[config.mk]
export PLATFORM = sky130hd
export DESIGN_NAME = spi_shadow_regs
export DESIGN_NICKNAME = d
export VERILOG_FILES = /design/src/rtl/sid_regs_pkg.sv /design/src/rtl/sync_edge.sv /design/src/rtl/spi_shadow_regs.sv
export SDC_FILE = /design/constraint.sdc
export NUM_CORES = 1
export LEC_CHECK = 0
export ABC_AREA = 0
export ABC_CLOCK_PERIOD_IN_PS = 2100
export BUFFER_PORTS_ARGS = -buffer_cell sky130_fd_sc_hd__buf_2
export CAP_MARGIN = 20
export CORE_AREA = 3 3 106 108
export CTS_CLUSTER_DIAMETER = 120
export DETAILED_ROUTE_END_ITERATION = 7
export DIE_AREA = 0 0 109 111
export PLACE_DENSITY_LB_ADDON = 0.15
export SETUP_SLACK_MARGIN = 0.5
export SYNTH_ARGS = -nofsm -noshare
export SYNTH_HDL_FRONTEND = slang
export SYNTH_SLANG_ARGS = --single-unit
[constraint.sdc]
create_clock -name clk -period 2.1 [get_ports clk]
set_clock_uncertainty 0.05 [all_clocks]
set_input_delay 0.21 -clock clk [delete_from_list [all_inputs] [get_ports clk]]
set_output_delay 0.21 -clock clk [all_outputs]
set_load 0.05 [all_outputs]
[src/rtl/sid_regs_pkg.sv]
// Shared constants, field positions and FSM state
// for the SPI-fed SID voice register bank.
package sid_regs_pkg;

  localparam int FRAME_BITS = 16;
  localparam int CNT_W      = 5;

  localparam logic [2:0] REG_FREQ_LO = 3'd0;
  localparam logic [2:0] REG_FREQ_HI = 3'd1;
  localparam logic [2:0] REG_PW_LO   = 3'd2;
  localparam logic [2:0] REG_PW_HI   = 3'd3;
  localparam logic [2:0] REG_ATTACK  = 3'd4;
  localparam logic [2:0] REG_SUSTAIN = 3'd5;
  localparam logic [2:0] REG_WAVE    = 3'd6;
  localparam logic [2:0] REG_CTRL    = 3'd7;

  localparam int ADDR_MSB = 15;
  localparam int ADDR_LSB = 13;
  localparam int DATA_MSB = 7;
  localparam int DATA_LSB = 0;

  typedef enum logic [1:0] {
    IDLE,
    SHIFT,
    COMMIT,
    DONE
  } state_t;

endpackage

[src/rtl/sync_edge.sv]
// N-stage synchronizer with registered-history
// rise/fall pulse outputs.
module sync_edge #(
  parameter int STAGES = 2
) (
  input  logic clk,
  input  logic rst,
  input  logic d,
  output logic q,
  output logic rise,
  output logic fall
);

  logic [STAGES-1:0] sr;
  logic              prev;

  always_ff @(posedge clk) begin
    if (rst) begin
      sr   <= '0;
      prev <= 1'b0;
    end else begin
      sr   <= {sr[STAGES-2:0], d};
      prev <= sr[STAGES-1];
    end
  end

  assign q    = sr[STAGES-1];
  assign rise = q & ~prev;
  assign fall = ~q & prev;

endmodule

[src/rtl/spi_shadow_regs.sv]
// SPI write-only slave feeding SID voice registers,
// with lo/hi shadow staging on 16-bit words.
module spi_shadow_regs #(
  parameter int SYNC_STAGES = 2,
  parameter int FRAME_BITS  = 16
) (
  input  logic        clk,
  input  logic        rst,
  input  logic        spi_clk,
  input  logic        spi_cs_n,
  input  logic        spi_mosi,
  output logic        spi_miso,
  output logic [15:0] sid_frequency,
  output logic [15:0] sid_duration,
  output logic [7:0]  sid_attack,
  output logic [7:0]  sid_sustain,
  output logic [7:0]  sid_waveform,
  output logic        wr_strobe,
  output logic [2:0]  wr_addr,
  output logic        frame_err
);

  import sid_regs_pkg::*;

  localparam logic [CNT_W-1:0] CNT_LAST = CNT_W'(FRAME_BITS - 1);
  localparam logic [CNT_W-1:0] CNT_FULL = CNT_W'(FRAME_BITS);

  logic sclk_q, sclk_rise, sclk_fall;
  logic cs_q, cs_rise, cs_fall;
  logic [SYNC_STAGES-1:0] mosi_sr;
  logic mosi_q;

  sync_edge #(.STAGES(SYNC_STAGES)) u_sclk (
    .clk (clk),
    .rst (rst),
    .d   (spi_clk),
    .q   (sclk_q),
    .rise(sclk_rise),
    .fall(sclk_fall)
  );

  sync_edge #(.STAGES(SYNC_STAGES)) u_cs (
    .clk (clk),
    .rst (rst),
    .d   (spi_cs_n),
    .q   (cs_q),
    .rise(cs_rise),
    .fall(cs_fall)
  );

  always_ff @(posedge clk) begin
    if (rst) mosi_sr <= '0;
    else     mosi_sr <= {mosi_sr[SYNC_STAGES-2:0], spi_mosi};
  end

  assign mosi_q = mosi_sr[SYNC_STAGES-1];

  state_t           state, state_nx;
  logic [CNT_W-1:0] cnt, cnt_nx;
  logic [15:0]      shreg, shreg_nx;
  logic             err_nx;
  logic             last_bit;

  always_ff @(posedge clk) begin
    if (rst) begin
      state <= IDLE;
      cnt   <= '0;
      shreg <= '0;
    end else begin
      state <= state_nx;
      cnt   <= cnt_nx;
      shreg <= shreg_nx;
    end
  end

  // A cs_n rise coinciding with the final bit still completes the frame.
  always_comb begin
    state_nx = state;
    cnt_nx   = cnt;
    shreg_nx = shreg;
    err_nx   = 1'b0;
    last_bit = 1'b0;
    unique case (state)
      IDLE: begin
        if (cs_fall) begin
          state_nx = SHIFT;
          cnt_nx   = '0;
        end
      end
      SHIFT: begin
        if (cnt == CNT_FULL) begin
          state_nx = COMMIT;
        end else begin
          last_bit = sclk_rise && (cnt == CNT_LAST);
          if (sclk_rise) begin
            shreg_nx = {shreg[14:0], mosi_q};
            cnt_nx   = cnt + 1'b1;
          end
          if (cs_rise && !last_bit) begin
            state_nx = IDLE;
            err_nx   = 1'b1;
          end
        end
      end
      COMMIT: state_nx = DONE;
      DONE: begin
        if (cs_q) state_nx = IDLE;
      end
      default: state_nx = IDLE;
    endcase
  end

  logic [2:0] addr;
  logic [7:0] data;
  logic [7:0] freq_lo, pw_lo;

  assign addr = shreg[ADDR_MSB:ADDR_LSB];
  assign data = shreg[DATA_MSB:DATA_LSB];

  always_ff @(posedge clk) begin
    if (rst) begin
      sid_frequency <= '0;
      sid_duration  <= '0;
      sid_attack    <= '0;
      sid_sustain   <= '0;
      sid_waveform  <= '0;
      freq_lo       <= '0;
      pw_lo         <= '0;
      wr_strobe     <= 1'b0;
      wr_addr       <= '0;
      frame_err     <= 1'b0;
    end else begin
      wr_strobe <= 1'b0;
      frame_err <= err_nx;
      if (state == COMMIT) begin
        wr_strobe <= 1'b1;
        wr_addr   <= addr;
        unique case (addr)
          REG_FREQ_LO: freq_lo       <= data;
          REG_FREQ_HI: sid_frequency <= {data, freq_lo};
          REG_PW_LO:   pw_lo         <= data;
          REG_PW_HI:   sid_duration  <= {data, pw_lo};
          REG_ATTACK:  sid_attack    <= data;
          REG_SUSTAIN: sid_sustain   <= data;
          REG_WAVE:    sid_waveform  <= data;
          REG_CTRL: begin
            if (data[0]) begin
              sid_frequency <= '0;
              sid_duration  <= '0;
              sid_attack    <= '0;
              sid_sustain   <= '0;
              sid_waveform  <= '0;
              freq_lo       <= '0;
              pw_lo         <= '0;
            end
          end
          default: ;
        endcase
      end
    end
  end

  assign spi_miso = 1'b0;

  logic unused_bits;
  assign unused_bits = ^{sclk_q, sclk_fall, shreg[12:8]};

endmodule

==> results summary, run 1 <==
The upper clock frequency limit is 626 MHz. The worst path in the final design needs a cycle of 1600 ps, including I/O delays and setup. The area enclosed by the die boundary came out at 12100 sq um. Clock tree synthesis selected as its root buffer the cell sky130_fd_sc_hd__clkbuf_8.

The setup TNS came out at 0 ps. The maximum VDD drop came out at 0.000438 V. Traced cell by cell, the critical path runs through ha_4 -> and3_4 -> ha_4 -> a311oi_2 -> a2bb2oi_1 -> a211oi_1. The global routing met2 resource utilization came out at 0.244. The H-tree depth is 3. The vias per cell came out at 4.92. The height of the chip came out at 111 um. In this run the static leakage power is 2.17 nW. For this run, design rule violations remaining after detail routing come to 0. The critical-path maximum fanout is 4. The horizontal die dimension is 109 um. Dividing total power by cell area gives a power density of 680 nW/um^2. The last weighted congestion value of the routability-driven placer came out at 0.724. The count of routing violations after the opening detailed-route iteration came out at 145. The final global-route overflow total is 0.

Ranked by total cell area, the synthesized netlist is headed by sky130_fd_sc_hd__dfxtp_1 (52%), sky130_fd_sc_hd__mux2i_1 (9.7%), sky130_fd_sc_hd__nor2_1 (5.3%). The Yosys step of the flow raised 0 warnings. The initial antenna violation count is 0. TritonCTS built the clock tree.

The number of maximum-capacitance violations came out at 0. The total iterations of the first detailed-routing run came out at 4. The total number of vias is 3224.

The fraction of final layout cells sized beyond drive strength 1 came out at 0.262. The total global-route track usage is 0.163. The signed area change from the synthesized netlist to the final layout came out at 22.0%. The top-level I/O count is 67. The met1 demand-to-capacity share in global routing is 0.234. The core region is 10300 sq um. STA classifies the critical path endpoint as a flop. Setup repair after global routing could not meet its margin everywhere.

The slew at the pin with the worst max-slew slack came out at 570 ps. After synthesis the netlist holds a flip-flop and latch count of 108. The count of fill cells added during filler insertion is 991. The share of the clock period used by the worst path came out at 0.760. The global-route met3 utilization came out at 0.0344. The maximum clock path buffer count came out at 2. The total count of max-transition violations in the final report came out at 0.

The largest net degree at the start of global routing is 30. The final core utilization is 0.489. The cell that appears most often on the critical path is sky130_fd_sc_hd__ha_4.

The worst reg-to-reg setup slack came out at 500 ps. The cell row count is 37. The number of global-route vias before repair is 3065. The design draws 3.43 mW. During placement, the flow inserted port buffers numbering 65. The worst setup path is launched from a flop.

At the worst endpoint, the arrival time is 1790 ps. The remaining max-slew budget at the tightest pin came out at 0.619. The worst hold path belongs to the class input pin to flop. The remaining number of nets flagged by the antenna check after routing is 0. The post-synthesis sequential area ratio came out at 0.523. The required time at the endpoint of the critical path came out at 2300 ps.

TritonCTS created 9 clock buffers. Detailed placement ended at an HPWL of 6320 um. The final count of hold timing violations is 0. The mapped cell area is 4140 sq um.

The wire length of the first global-routing pass came out at 15700 um. The post-synth net total is 450. Of all cell types, the one taking the most synthesized area is sky130_fd_sc_hd__dfxtp_1. The clock slew at the register clock pins of the worst setup and hold paths came out at 100 ps. The start-to-end type of the worst setup path is flop to flop. Counting distinct cell types in the post-synthesis netlist gives 44. The flow ran to the end, and the final reports show no timing, DRC or antenna violations.

Of the post-synthesis cell area, the dominant cell type holds 0.523. The number of failing setup endpoints in the final timing report came out at 0. Counting every instance in the synthesized netlist gives 442.

CTS saw 108 sinks. met2 is the most crowded layer. The library cell contributing the largest single delay on the critical path is sky130_fd_sc_hd__dfxtp_4. The post-detailed-routing wire length came out at 9880 um.

The number of inserted diodes came out at 0. Dividing the synthesized area by the synthesized cell count gives 9.36 sq um. The number of nets in the final layout came out at 522. The average wire per cell in the routed design is 15.1 um. The effective utilization at floorplan is 0.401. The clock insertion delay at the later pin of the skew report came out at 360 ps. The highest cell delay on the worst timing path came out at 370 ps.
==> state kept, by name, summed over array words and instances, names as in the netlist, 3 cells and up, named ones only <==
signal	count
sid_attack	8
wr_addr	3
sid_sustain	8
sid_duration	16
shreg	16
sid_frequency	16
cnt	5
freq_lo	8
pw_lo	8
sid_waveform	8
==> synthesized netlist by cell type, drive strengths merged <==
cell type and number:
mux2i 40, a211o 2, a2bb2oi 1, nor2b 16, a21boi 1, ha 3
and3 3, inv 7, xor2 2, nand2b 3, a22o 8, a22oi 8
nand3b 2, nor3 2, a311oi 1, a21oi 41, nor2 58, o21bai 1
conb 1, and2 8, o211ai 1, and4bb 1, and2b 2, or2 1
dfxtp 108, nand2 47, o21ba 1, nand4b 1, a211oi 3, nand3 33
clkbuf 17, nand4 2, buf 15, nand4bb 1, or3 1
==> cell type report <==
class / count / area (sq um) / share of cell area
Sequential cell: 108 / 2190 / 0.433
Multi-Input combinational cell: 297 / 1900 / 0.376
Timing Repair Buffer: 91 / 558 / 0.111
Tap cell: 136 / 170 / 0.0337
Clock buffer: 10 / 138 / 0.0273
Clock inverter: 6 / 71.3 / 0.0141
Inverter: 7 / 26.3 / 0.00521
==> layout by cell type (no fill, tap or decap), drive strengths merged <==
master,netlist,final
dfxtp,108,108
buf,15,89
nor2,58,58
nand2,47,47
a21oi,41,41
mux2i,40,40
nand3,33,33
nor2b,16,16
clkbuf,17,10
a22oi,8,8
a22o,8,8
inv,7,8
and2,8,8
a211o,2,3
nand2b,3,3
and3,3,3
a211oi,3,3
ha,3,3
clkinv,0,3
nand4,2,2
xor2,2,2
and2b,2,2
dlygate4sd3,0,2
nor3,2,2
nand3b,2,2
o21ba,1,2
and4bb,1,1
or3,1,1
nand4bb,1,1
o211ai,1,1
nand4b,1,1
a311oi,1,1
o21bai,1,1
or2,1,1
a21boi,1,1
a2bb2oi,1,1
conb,1,1
bufinv,0,1
clkinvlp,0,1
==> metrics by stage <==
stage               hold WS (ps)  cell area, sq um  worst slack [ps]  cells
global route                24.9              5050               434    655
finish                      17.8              5050               504    655
detailed placement           372              4600               291    626
CTS                         12.9              4920               499    649
floorplan                    288              4140               508    442
global placement             373              4600               344    626
==> critical path, delay by kind of cell, from the launching register on <==
kind	cells	cell delay [ps]
and+or+nand+nor	1	180
AOI/OAI and AO/OA	3	570
DFF	1	370
adders and majority gates	2	310
==> power by group <==
part	total [mW]	switching [mW]	internal [mW]	leakage (nW)
clock	1.31	0.718	0.595	0.104
sequential	2.05	0.00466	2.05	0.877
combinational	0.0682	0.0464	0.0219	1.19
==> layer usage <==
layer | up-vias | wire [um]
met5 | - | 0
met4 | 0 | 66
met3 | 6 | 400
met2 | 67 | 4420
met1 | 1508 | 5000
li1 | 1643 | -
==> logic make-up (layout without fill, tap and decap cells) <==
| kind of cell | after synthesis | count (layout) | share of synthesized area |
|---|---|---|---|
| AOI/OAI and AO/OA | 68 | 70 | 0.111 |
| xor gates and xnor gates | 2 | 2 | 0.00424 |
| adders and majority gates | 3 | 3 | 0.00908 |
| buffers and inverters | 39 | 114 | 0.0448 |
| DFF | 108 | 108 | 0.523 |
| muxes | 40 | 40 | 0.0968 |
| other | 1 | 1 | 0.000907 |
| and+or+nand+nor | 181 | 181 | 0.210 |
==> repair_timing <==
| item | CTS | global route |
|---|---|---|
| gates cloned | 0 | 2 |
| endpoints found under the hold margin | 2 | 0 |
| hold buffers | 2 | 0 |
| endpoints found under the setup margin | 78 | 74 |
| pin swaps | 5 | 9 |
| buffers inserted | 5 | 4 |
| resized for setup | 14 | 17 |
==> path summary, 6_finish.rpt <==
kind,startpoint,to,cells past startpoint
setup reg to reg,cnt[0],state[0],6
setup / recovery,cnt[0],state[0],6
hold / removal,spi_cs_n,u_cs.sr[0],2
hold reg to reg,u_cs.sr[0],u_cs.sr[1],1
Power figures use the tool's default switching activity.
==> run 2, diff against run 1 <==
ABC_CLOCK_PERIOD_IN_PS = 1600   (was 2100)
clock period = 1.6 ns   (was 2.1 ns; I/O delays follow)
==> run 2 against run 1 <==
Fmax rose by 0.76%. Setup slack got worse by 490 ps. Critical path depth grew 3. Clock power rose by 17%. Die area unchanged. Non-clock buffer count increased by 38. Total power up 25%. Sequential power increased by 30%. Critical path type unchanged. Register-to-register slack lost 490 ps. Wire length up 23%. Sequential share of layout area down 9.2 points.
==> results summary, run 2 (synthesis results as in run 1) <==
Of the available clock period, the critical path in the final layout requires 0.990. The arrival time reported for the critical path endpoint is 1780 ps. The top-level I/O count came out at 67.

The slew at the pin with the worst max-slew slack is 567 ps. The number of maximum-capacitance violations came out at 0. The required time at the endpoint of the critical path is 1800 ps.

The area enclosed by the die boundary is 12100 sq um. The number of remaining DRC errors is 0. The fraction of final layout cells sized beyond drive strength 1 is 0.572. The remaining number of nets flagged by the antenna check after routing is 0. The total overflow left after global routing is 0. The total global-route track usage is 0.186.

The later pin in the worst-skew pair is clocked with a latency of 370 ps. The height of the chip is 111 um. The final core utilization came out at 0.651. The last weighted congestion value of the routability-driven placer is 0.748. The critical-path maximum fanout is 4. Clock tree synthesis selected as its root buffer the cell sky130_fd_sc_hd__clkbuf_8. The number of cells traversed by the worst register-to-register path is 9. For flop-to-flop paths, the worst setup slack is 20 ps.

The final count of hold timing violations is 0. In this run the deepest clock path goes through 2 buffers. The count of routing violations after the opening detailed-route iteration is 189. The largest net degree at the start of global routing is 47. The launching element type of the critical path is a flop. The largest registers in the layout are shreg (16), sid_duration (16), sid_frequency (16). Setup repair after global routing could not meet its margin everywhere.

For this run, the detailed router's first-pass iteration total came to 4. Relative to the synthesized area, the layout overhead comes to 62.6%. The top cell types in the final layout, fill and taps aside, are sky130_fd_sc_hd__nor2_1 (57), sky130_fd_sc_hd__buf_8 (55), sky130_fd_sc_hd__dfxtp_2 (49), sky130_fd_sc_hd__dfxtp_1 (40), sky130_fd_sc_hd__mux2i_1 (39). The minimum period implied by the final worst setup slack is 1580 ps. The H-tree depth is 3. Hold is met by 207 ps. The clock slew at the register clock pins of the worst setup and hold paths came out at 100 ps.

The number of failing setup endpoints in the final timing report came out at 0. Detailed placement finished with a half-perimeter wire length of 6470 um. The number of global-route vias before repair came out at 3491.

In this run the tightest slew margin relative to its limit is 0.622. Across all layers, the routed design uses 3558 vias. The horizontal die dimension came out at 109 um.

The post-detailed-routing wire length came out at 12100 um. Counting instances, the worst hold path has a depth of 3. The number of antenna diodes in the final layout is 0. The total core area is 10300 sq um. The worst setup path is captured at a flop. The number of nets in the final layout is 559.

TritonCTS built the clock tree. The vias per cell is 5.14. The library cell used most frequently in the layout, excluding fill and tap cells, is sky130_fd_sc_hd__nor2_1. For this design the static power due to leakage is 2.70 nW. The number of clock buffers inserted by TritonCTS came out at 9.

The wire length of the first global-routing pass is 17900 um. The initial antenna violation count is 0. The effective utilization at floorplan came out at 0.401. The maximum VDD drop came out at 0.000406 V. Power spread over the standard cell area amounts to 639 nW/um^2. The worst hold path belongs to the class input pin to flop. Dividing the detail-routed wire length by the instance count gives 17.5 um.

The clock sink total came out at 108. The start-to-end type of the worst setup path is flop to flop. The cell row count came out at 37. For this run, the top clock speed supported by timing is 631 MHz. The flow ran to the end, and the final reports show no timing, DRC or antenna violations.

The total count of max-transition violations in the final report is 0. The count of buffers inserted at the top-level ports came out at 65.
## run 2: cell types whose count changed in the layout (fill, tap and decap cells not counted), sizes merged
| cell | previous run | this run |
|---|---|---|
| bufinv | 1 | 0 |
| o21ba | 2 | 1 |
| clkbuf | 10 | 12 |
| dlygate4sd3 | 2 | 3 |
| buf | 89 | 124 |
| clkinv | 3 | 4 |
## run 2: routing by layer
metal  wire (um)  GRT usage  share of wire
met1        5370      0.243           0.44
met2        6120      0.305           0.50
met3         489     0.0361          0.040
met4         153     0.0631          0.013
met5           0          0              0
## run 2: layout make-up
| type | count | area [sq um] |
|---|---|---|
| well taps | 136 | 170 |
| clock buffers | 10 | 128 |
| clock inverters | 6 | 50.0 |
| repair buffers | 129 | 1680 |
| flip-flops and latches | 108 | 2290 |
| fillers | 764 | 3600 |
| multi-input cells | 296 | 2370 |
| inverters | 7 | 28.8 |
## run 2: power breakdown
group | internal (mW) | total, mW | switching [mW]
Combinational | 0.0331 | 0.103 | 0.0704
Sequential | 2.66 | 2.67 | 0.00596
Clock | 0.584 | 1.53 | 0.944
Total | 3.28 | 4.30 | 1.02
## run 2: path summary, 6_finish.rpt
| kind | from | endpoint |
|---|---|---|
| setup / recovery | cnt[0] | shreg[13] |
| hold / removal | rst | sid_sustain[6] |
| setup reg to reg | cnt[0] | shreg[13] |
| hold reg to reg | u_cs.sr[0] | u_cs.sr[1] |
## run 2: worst max-delay path, cell delays in order (launching register included)
cell                        delay, ps
sky130_fd_sc_hd__dfxtp_4          370
sky130_fd_sc_hd__buf_6            120
sky130_fd_sc_hd__inv_4             50
sky130_fd_sc_hd__ha_4             130
sky130_fd_sc_hd__nand4bb_4        150
sky130_fd_sc_hd__buf_8            190
sky130_fd_sc_hd__buf_12           120
sky130_fd_sc_hd__buf_16           120
sky130_fd_sc_hd__nand3_2           90
sky130_fd_sc_hd__a21oi_2           60
## run 2: per-stage QoR
step	setup WS, ps	instances	setup TNS, ps	power (mW)	area, sq um
floorplan	121	442	0	2.82	4320
finish	15.8	692	0	4.30	6730
global placement	-20.0	637	-321	2.84	4810
global route	-44.1	692	-146	4.46	6730
detailed placement	-109	637	-1210	2.84	4810
CTS	52.3	675	0	4.37	6030
## run 2: timing repair
action,4_1_cts,5_1_grt
endpoints found under the hold margin,3,0
endpoints found under the setup margin,160,154
pin swaps,27,33
buffers inserted,14,14
gates resized for setup,251,150
hold buffers,3,0
gates cloned,5,3
==> run 3, diff against run 2 <==
CORE_AREA = 3 3 107 109   (was 3 3 106 108)
DIE_AREA = 0 0 110 112   (was 0 0 109 111)
SYNTH_HIERARCHICAL = 1   (was default)
==> run 3 against run 2 <==
Sequential power barely moved. Wire length fell by 6.2%. Via count rose by 0.39%. Clock power rose by 12%. Sequential cell count did not move. Hold slack improved by 31 ps. Setup slack got worse by 4.9 ps. Utilization fell by 0.11 points. Non-clock buffer count rose by 33. Highest routed layer unchanged.
==> results summary, run 3 <==
The flow ran to the end, and the final reports show no timing, DRC or antenna violations. TritonCTS built the clock tree. The number of maximum-capacitance violations came out at 0. The setup TNS is 0 ps. The worst hold margin is 238 ps.

The share of the clock period used by the worst path is 0.993. The total number of vias came out at 3572. The height of the chip came out at 112 um. The horizontal die dimension came out at 110 um.

The maximum VDD drop came out at 0.000473 V. The clock slew at the register clock pins of the worst setup and hold paths came out at 110 ps. The number of cells traversed by the worst register-to-register path came out at 7. The worst setup path is launched from a flop. After technology mapping, the gate count stands at 426.

The average wire per cell in the routed design is 15.9 um. After layout, the design draws a total of 4.51 mW. The vias per cell came out at 4.98. The count of fill cells added during filler insertion is 814. For this design the top-level I/O count stands at 67. The fraction of final layout cells sized beyond drive strength 1 is 0.624. The setup slack after layout is 10.9 ps.

The slowest stage of the critical path belongs to the cell sky130_fd_sc_hd__dfxtp_4. The last weighted congestion value of the routability-driven placer came out at 0.738. The arrival time reported for the critical path endpoint came out at 1780 ps. The number of standard cells in the final layout excluding fillers is 717. The largest registers in the layout are shreg (16), sid_duration (16), sid_frequency (16).

The number of failing setup endpoints in the final timing report is 0. The total core area is 10700 sq um. The post-synth net total came out at 434. The final count of hold timing violations is 0. Data on the critical path is required at its endpoint by 1790 ps.

The total placed instance area is 4860 sq um. The total iterations of the first detailed-routing run is 4. The summed area of non-filler cells in the final layout is 6960 sq um. The path category of the worst min-delay check is input pin to flop. The H-tree depth is 3. The initial antenna violation count was 0. The remaining number of nets flagged by the antenna check after routing came out at 0. The total global-route track usage came out at 0.179. The critical path depth is 7. STA classifies the critical path endpoint as a flop. Yosys printed 6 warnings. The maximum clock path buffer count came out at 2. The first global-routing pass estimated 17500 um of wire.

The count of routing violations after the opening detailed-route iteration is 189. The top cell types in the final layout, fill and taps aside, are sky130_fd_sc_hd__nor2_1 (60), sky130_fd_sc_hd__buf_8 (60), sky130_fd_sc_hd__dfxtp_2 (56), sky130_fd_sc_hd__buf_4 (56), sky130_fd_sc_hd__mux2i_1 (43). The clock insertion delay at the later pin of the skew report came out at 360 ps. After legalization and detailed placement, the total HPWL measured 6510 um.

The number of global-route vias before repair is 3423. The net count of the finished layout is 580. Counting the buffers created by CTS gives 9. OpenSTA, run right after detailed placement, puts the worst setup slack at -21.4 ps. The leakage power is 2.71 nW.

The total placed cells including tap cells came out at 627. The signed area change from the synthesized netlist to the final layout is 65.0%. The effective utilization at floorplan came out at 0.394.

The synthesized area per cell came out at 9.90 sq um. The total count of max-transition violations in the final report is 0. The number of remaining DRC errors is 0. 0 antenna diodes ended up in the layout. The count of buffers added on input and output ports is 65.

Derived from the worst setup path, the maximum achievable clock frequency is 629 MHz. The gate family responsible for the most delay along the worst path is simple AND/OR/NAND/NOR gates. The highest cell delay on the worst timing path is 380 ps.

The clock sink total is 108. The final core utilization is 0.650. Clock tree synthesis selected as its root buffer the cell sky130_fd_sc_hd__clkbuf_8. The critical-path maximum fanout is 5. The final global-route overflow total came out at 0.

The power per standard cell area is 648 nW/um^2. The worst hold path depth came out at 3. The signal on the critical path passes through inv_2 -> ha_4 -> nand4bb_1 -> and3_4 -> clkbuf_16 -> mux2i_1 -> nor2_1. Setup repair after global routing could not meet its margin everywhere.

The post-detailed-routing wire length is 11400 um. The largest net degree at the start of global routing is 38. The area enclosed by the die boundary came out at 12300 sq um.

The minimum period implied by the final worst setup slack came out at 1590 ps. The start-to-end type of the worst setup path is flop to flop. The cell row count is 38. The mapped cell area is 4220 sq um.

The sum of buffers and inverters on the critical path is 2.
==> run 3: changes by cell type in the layout (fill, tap and decap cells not counted), moves of 6 or more <==
cell | previous run | this run
sky130_fd_sc_hd__a21oi_1 | 16 | 9
sky130_fd_sc_hd__a22oi_1 | 8 | 1
sky130_fd_sc_hd__a22oi_2 | 0 | 8
sky130_fd_sc_hd__buf_4 | 38 | 56
sky130_fd_sc_hd__buf_6 | 12 | 27
sky130_fd_sc_hd__dfxtp_2 | 49 | 56
sky130_fd_sc_hd__dfxtp_4 | 19 | 13
sky130_fd_sc_hd__nand2_1 | 20 | 9
sky130_fd_sc_hd__nand2_2 | 6 | 21
sky130_fd_sc_hd__nand2_4 | 21 | 12
sky130_fd_sc_hd__nand3_2 | 20 | 0
sky130_fd_sc_hd__nand4b_1 | 1 | 10
==> run 3: cell type report <==
cell class,count,area (sq um),share of cell area
inverters,4,15.0,0.00216
multi-input cells,287,2340,0.336
flip-flops and latches,108,2280,0.328
well taps,140,175,0.0252
clock inverters,7,82.6,0.0119
clock buffers,9,124,0.0178
repair buffers,162,1940,0.279
==> run 3: tightest hold or removal path, delay by kind of cell <==
family,cells,cell delay (ps)
buffers and inverters,2,360
AND/OR/NAND/NOR,1,100
==> run 3: per-layer routing <==
| layer | GRT usage | part of all wire |
|---|---|---|
| met1 | 0.254 | 0.44 |
| met2 | 0.272 | 0.50 |
| met3 | 0.0394 | 0.042 |
| met4 | 0.0515 | 0.015 |
| met5 | 0 | 0 |
==> run 3: worst paths after layout <==
kind	startpoint	endpoint	slack, ps
worst max-delay path	cnt[0]	shreg[15]	10
worst min-delay path	rst	shreg[10]	240
worst max register to register	cnt[0]	shreg[15]	10
worst min register to register	u_sclk/sr[0]	u_sclk/sr[1]	400
==> run 3: report_power, final <==
group | switching (mW) | leakage [nW] | internal, mW
clock network | 0.966 | 0.104 | 0.752
logic | 0.0728 | 1.70 | 0.0413
registers | 0.00596 | 0.911 | 2.67
==> run 3: timing repair <==
action / in CTS / in global routing
gates cloned: 4 / 1
hold buffers: 3 / 0
endpoints found under the setup margin: 158 / 156
pin swaps: 33 / 60
resized for setup: 286 / 115
hold endpoints to repair: 3 / 0
buffers inserted: 32 / 34
